`src/rtl/secret_driver.sv`:
```
// Stimulus/response checker for the protected secret accumulator: drives LFSR operands,
// mirrors the accumulator in a cycle-accurate model and counts mismatches.
// Optional feature: define SECRET_DRIVER_GATED_CLK_EN to drive a randomised clk_en.
module secret_driver #(
  parameter logic [31:0] SECRET_VALUE = 32'd7,
  parameter int unsigned NUM_CYCLES   = 256,
  parameter logic [31:0] LFSR_TAPS    = 32'h8020_0003
) (
  input  logic        clk,
  input  logic        rst_n,
  input  logic        start,
  input  logic [31:0] seed,
  output logic        busy,
  output logic        done,
  output logic        pass,
  output logic [15:0] err_count,
  output logic [15:0] first_err_cycle,
  output logic [31:0] accum_in,
  output logic        accum_bypass,
  output logic        clk_en,
  input  logic [31:0] accum_out,
  input  logic [31:0] accum_bypass_out
);

  typedef enum logic [1:0] {StIdle, StSync, StRun, StDone} state_e;

  localparam logic [15:0] LastCycle = 16'(NUM_CYCLES - 1);
  localparam logic [15:0] NoErr     = 16'hFFFF;

  state_e      state_q, state_d;
  logic [31:0] lfsr_q, lfsr_d, lfsr_step;
  logic [31:0] model_q, model_d;
  logic [15:0] cnt_q, cnt_d;
  logic [15:0] err_q, err_d;
  logic [15:0] first_q, first_d;
  logic        pass_q, pass_d;
  logic        busy_q, busy_d;
  logic        done_q, done_d;
  logic [31:0] accum_in_q, accum_in_d;
  logic        bypass_q, bypass_d;
  logic        eff_en;
  logic        mismatch;

`ifdef SECRET_DRIVER_GATED_CLK_EN
  logic clk_en_q, clk_en_d;
  // The accumulator latches clk_en while clk is low, so the value on the port now is the
  // enable it applies at the coming edge.
  assign eff_en = clk_en_q;
  assign clk_en = clk_en_q;
`else
  assign eff_en = 1'b1;
  assign clk_en = 1'b1;
`endif

  assign lfsr_step = {1'b0, lfsr_q[31:1]} ^ (lfsr_q[0] ? LFSR_TAPS : 32'h0);
  assign mismatch  = (accum_out != model_q) ||
                     (accum_bypass_out != (bypass_q ? accum_in_q : model_q));

  always_comb begin
    state_d    = state_q;
    lfsr_d     = lfsr_q;
    model_d    = model_q;
    cnt_d      = cnt_q;
    err_d      = err_q;
    first_d    = first_q;
    pass_d     = pass_q;
    accum_in_d = accum_in_q;
    bypass_d   = bypass_q;
    unique case (state_q)
      StIdle, StDone: begin
        if (start) begin
          state_d    = StSync;
          lfsr_d     = (seed == 32'h0) ? 32'h1 : seed;
          err_d      = 16'h0;
          first_d    = NoErr;
          pass_d     = 1'b0;
          cnt_d      = 16'h0;
          accum_in_d = 32'h0;
          bypass_d   = 1'b0;
        end
      end
      StSync: begin
        // The accumulator has no reset: adopt whatever it holds as the model's start point.
        state_d    = StRun;
        model_d    = eff_en ? accum_out + SECRET_VALUE : accum_out;
        err_d      = 16'h0;
        first_d    = NoErr;
        cnt_d      = 16'h0;
        accum_in_d = 32'h0;
        bypass_d   = 1'b0;
      end
      StRun: begin
        if (mismatch) begin
          if (err_q != 16'hFFFF) err_d = err_q + 16'd1;
          if (first_q == NoErr) first_d = cnt_q;
        end
        if (eff_en) model_d = model_q + accum_in_q + SECRET_VALUE;
        lfsr_d     = lfsr_step;
        accum_in_d = lfsr_step;
        bypass_d   = lfsr_step[31];
        cnt_d      = cnt_q + 16'd1;
        if (cnt_q == LastCycle) begin
          state_d    = StDone;
          accum_in_d = 32'h0;
          bypass_d   = 1'b0;
          pass_d     = (err_d == 16'h0);
        end
      end
      default: state_d = StIdle;
    endcase
    busy_d = (state_d == StSync) || (state_d == StRun);
    done_d = (state_d == StDone);
  end

`ifdef SECRET_DRIVER_GATED_CLK_EN
  always_comb begin
    clk_en_d = 1'b1;
    if (state_q == StRun && state_d == StRun) clk_en_d = lfsr_step[0];
  end
`endif

  always_ff @(posedge clk or negedge rst_n) begin
    if (!rst_n) begin
      state_q    <= StIdle;
      lfsr_q     <= 32'h1;
      model_q    <= 32'h0;
      cnt_q      <= 16'h0;
      err_q      <= 16'h0;
      first_q    <= NoErr;
      pass_q     <= 1'b0;
      busy_q     <= 1'b0;
      done_q     <= 1'b0;
      accum_in_q <= 32'h0;
      bypass_q   <= 1'b0;
`ifdef SECRET_DRIVER_GATED_CLK_EN
      clk_en_q   <= 1'b1;
`endif
    end else begin
      state_q    <= state_d;
      lfsr_q     <= lfsr_d;
      model_q    <= model_d;
      cnt_q      <= cnt_d;
      err_q      <= err_d;
      first_q    <= first_d;
      pass_q     <= pass_d;
      busy_q     <= busy_d;
      done_q     <= done_d;
      accum_in_q <= accum_in_d;
      bypass_q   <= bypass_d;
`ifdef SECRET_DRIVER_GATED_CLK_EN
      clk_en_q   <= clk_en_d;
`endif
    end
  end

  assign busy            = busy_q;
  assign done            = done_q;
  assign pass            = pass_q;
  assign err_count       = err_q;
  assign first_err_cycle = first_q;
  assign accum_in        = accum_in_q;
  assign accum_bypass    = bypass_q;

endmodule

```
`config.mk`:
```
export PLATFORM = sky130hd
export DESIGN_NAME = secret_driver
export DESIGN_NICKNAME = d
export VERILOG_FILES = /design/src/rtl/secret_driver.sv
export SDC_FILE = /design/constraint.sdc
export NUM_CORES = 1
export LEC_CHECK = 0
export BUFFER_PORTS_ARGS = -buffer_cell sky130_fd_sc_hd__buf_2
export CAP_MARGIN = 30
export CORE_MARGIN = 3
export CORE_UTILIZATION = 63
export CTS_BUF_LIST = sky130_fd_sc_hd__clkbuf_16
export DETAILED_ROUTE_END_ITERATION = 12
export PLACE_DENSITY = 0.87
export RECOVER_POWER = 50
export SYNTH_ARGS = -nofsm -noshare
export SYNTH_HDL_FRONTEND = slang
export SYNTH_SLANG_ARGS = --single-unit
```
`constraint.sdc`:
```
create_clock -name clk -period 8.8 [get_ports clk]
set_input_delay 1.76 -clock clk [delete_from_list [all_inputs] [get_ports clk]]
set_output_delay 1.76 -clock clk [all_outputs]
set_load 0.05 [all_outputs]
```
==> summary.md <==
| Metric | Value |
|---|---|
| TritonRoute pass-1 iters | 6 |
| Finish-stage setup viols | 0 |
| DR iter-0 viols | 1121 |
| Fmax | 162.2 MHz |
| Most frequent cells after synthesis | dfrtp_1 (132), nand2_1 (127), xnor2_1 (92) |
| Final Hold Fails | 0 |
| GRT Total Usage | approximately 36% |
| P&R area growth vs syn | 14.35% |
| Post-DP HPWL | ~24000 µm |
| # DRC | 0 |
| Worst hold path class | flop to flop |
| Post-route ant nets | 0 |
| Hold Startpoint | lfsr_q[2] |
| Synth top area cells | dfrtp_1 (31%), ha_1 (7.9%), xnor2_1 (7.6%) |
| Crit path buffers/inverters | 2 |
| Fraction of layout cells with a size suffix above 1 | about 15% |
| Synth top area share | 31.12% |
| Failing checks | capacitance limit, slew limit |
| Rows | 46 |
| CTS Root Cell | clkbuf_16 |
| CTS tree | built |
| Slew Limit Fails | 150 |
| Setup CP Type | flop to flop |
| Cell accounting for the most synthesized area | dfrtp_1 |
| Status | finished with violations |
| Initial antenna violation count | 1 |
| First-pass GRT wire length | 51750 µm |
| Clk pin slew, worst setup/hold paths | 70 ps |
| WL per Instance | roughly 21 µm |
| R2r startpoint | state_q[1] |
| Nets | 1494 |
| Most frequent cell after synthesis | dfrtp_1 |
| Post-layout min period | slightly above 6000 ps |
| Via Count | 10083 |
| CP max FO | 53 |
| Maxcap violations | 3 |
| Critical Path Sink Type | flop |
| CP Cell Sequence | ha_1, inv_1, nor2_4, clkbuf_1, nor2_1, a21o_1, o22a_1 |
| Seq/Total Area, Yosys | 35.33% |
| Synth unique cells | 68 |
| CTS resizes | 0 |
| Warnings, synthesis | 0 |
| Post-synth EDFFs | 0 |
| Non-Filler Instances | 1557 |
| Syn Inst Count | 1192 |
| Hold-fix buffers, CTS | 0 |
| Layout Skew | 8.803 ps |
| Synth Cell Area | approximately 11000 µm² |
| Leakage | 5.497 nW |
| Placed Cells | between 1500 and 2000 |
| Initial core utilization | 65.62% |
| Relative slew slack | -67.65% |
| Via density | 6.476 |
| Core ar. | 16170 µm² |
| Max VDD drop | around 0.28 mV |
| Worst endpoint required time | 9160 ps |
| Unrepaired setup endpoints after global routing | false |
| Die ar. | 18440 µm² |
| Global route overflow | 0 |
| Crit path launch type | flop |
| WL final | 32750 µm |
| Routability cong. | 1.015 |
| Maximum clock path buffer count | 2 |
| Slowest-stage cell, CP | ha_1 |
| Die outline height | 135.8 µm |
| Ys async rst share | 100.0% |
| Pwr dens | 458.2 nW/µm² |
| Critical path data arrival time | about 6500 ps |
| Kind of cell adding the most delay to the critical path | buffers and inverters |
| CP Launch Point | state_q[1] |
| #FFs+latches synth | roughly 150 |
| Fin util | 75.03% |
| Chip width | 135.8 µm |
| Setup bufs post-CTS | 0 |
| Sum Neg Setup Slack | 0 ps |
| Fillers | about 1200 |
| CTS Buf Count | 17 |
| H-tree level count | 4 |
| CTS Sinks | 149 |
| Crit-path max cell delay | 1530 ps |
| Clk_lat worst skew | 440 ps |
| Largest net degree at the start of global routing | 102 |
| Top FF cell, synth | dfrtp_1 |
| Fin crit share | around 70% |
| Post-Syn Area per Cell | 8.903 µm² |
| Least-Margin Pin Slew | roughly 2500 ps |
| Syn nets | 1359 |
| Vias in the first global route | 9517 |
| Port buffer count | 166 |
| Ports | 168 |
[through the flow]
step	total power, mW	instance area, µm²	setup WS [ps]	hold slack (ps)
after global placement	4.604	11550	4072	482.9
after CTS	5.511	12160	4231	511.4
final	5.561	12140	2634	508.2
after detailed placement	4.707	11570	4011	495.2
after global routing	5.937	12140	2232	536.0
after floorplan	3.843	10610	4677	468.9
[metal layers]
layer | vias up | global-route usage (%) | share of wire, %
li1 | 4606 | - | -
met3 | 78 | 6.241 | 9.7
met5 | - | 0 | 0
met1 | 4835 | 50.96 | 42
met2 | 564 | 56.47 | 45
met4 | 0 | 12.15 | 3.3
[cells by family (layout without fill, tap and decap cells)]
kind of cell / Yosys count / in the layout / share of synthesized area [%]
simple gates: 384 / 384 / 17.39
mux: 71 / 71 / 6.708
compound gates: 287 / 287 / 17.67
xor+xnor: 133 / 133 / 10.98
flops: 149 / 149 / 35.33
other cells: 1 / 2 / 0.03534
fa+ha+maj: 68 / 68 / 8.088
buf+inv: 99 / 247 / 3.796
[worst min-delay path: cells and delay by family, from the launching register on]
| family | cells | cell delay, ps |
|---|---|---|
| flip-flops | 1 | 360 |
| AND/OR/NAND/NOR | 1 | 50 |
| AO/OA/AOI/OAI | 1 | 60 |
[registers in the layout, indices dropped and copies added, names as in the netlist]
| register | flops |
|---|---|
| accum_in | 32 |
| lfsr_q | 32 |
| model_q | 32 |
| cnt_q | 16 |
| err_count | 16 |
| first_err_cycle | 16 |
| state_q | 2 |
| busy | 1 |
| done | 1 |
| pass | 1 |
[placed cells by master (no fill, tap or decap), drive strengths merged, types with 5 or more instances in the layout]
| master | instances |
|---|---|
| nor3 | 21 |
| inv | 49 |
| a21o | 21 |
| o21ai | 90 |
| nand4 | 33 |
| a21oi | 60 |
| nand2 | 127 |
| o22ai | 5 |
| ha | 67 |
| mux2i | 70 |
| and3 | 11 |
| buf | 147 |
| a22o | 31 |
| nor2 | 89 |
| a31oi | 6 |
| nand2b | 9 |
| o22a | 16 |
| a211oi | 14 |
| nand3 | 36 |
| nor4 | 32 |
| dfrtp | 132 |
| clkinv | 5 |
| xor2 | 41 |
| clkbuf | 43 |
| dfstp | 17 |
| o31ai | 5 |
| xnor2 | 92 |
[power breakdown]
| part | switching (mW) | total (mW) | internal [mW] | leakage (nW) |
|---|---|---|---|---|
| clock network | 0.327 | 0.753 | 0.425 | 0.293 |
| registers | 0.374 | 1.38 | 1.00 | 1.86 |
| logic | 2.21 | 3.43 | 1.22 | 3.34 |
[final cells by class]
class,count,area [µm²],share of cell area [%]
Inverter,42,157.7,1.299
Clock buffer,17,425.4,3.506
Tap cell,216,270.3,2.227
Sequential cell,149,3751,30.91
Multi-Input combinational cell,944,6481,53.41
Timing Repair Buffer,173,878.3,7.238
Antenna cell,1,2.502,0.02062
Clock inverter,15,168.9,1.392
[final timing paths]
check,slack (ps),endpoint,cells after the start
worst max-delay path,2630,first_err_cycle[15],7
worst max register to register,2630,first_err_cycle[15],7
min in group asynchronous,1540,model_q[9],1
worst min register to register,510,lfsr_q[2],2
worst min-delay path,510,lfsr_q[2],2
max in group asynchronous,3910,cnt_q[9],3
No activity file was read; power rests on OpenSTA's default activity.
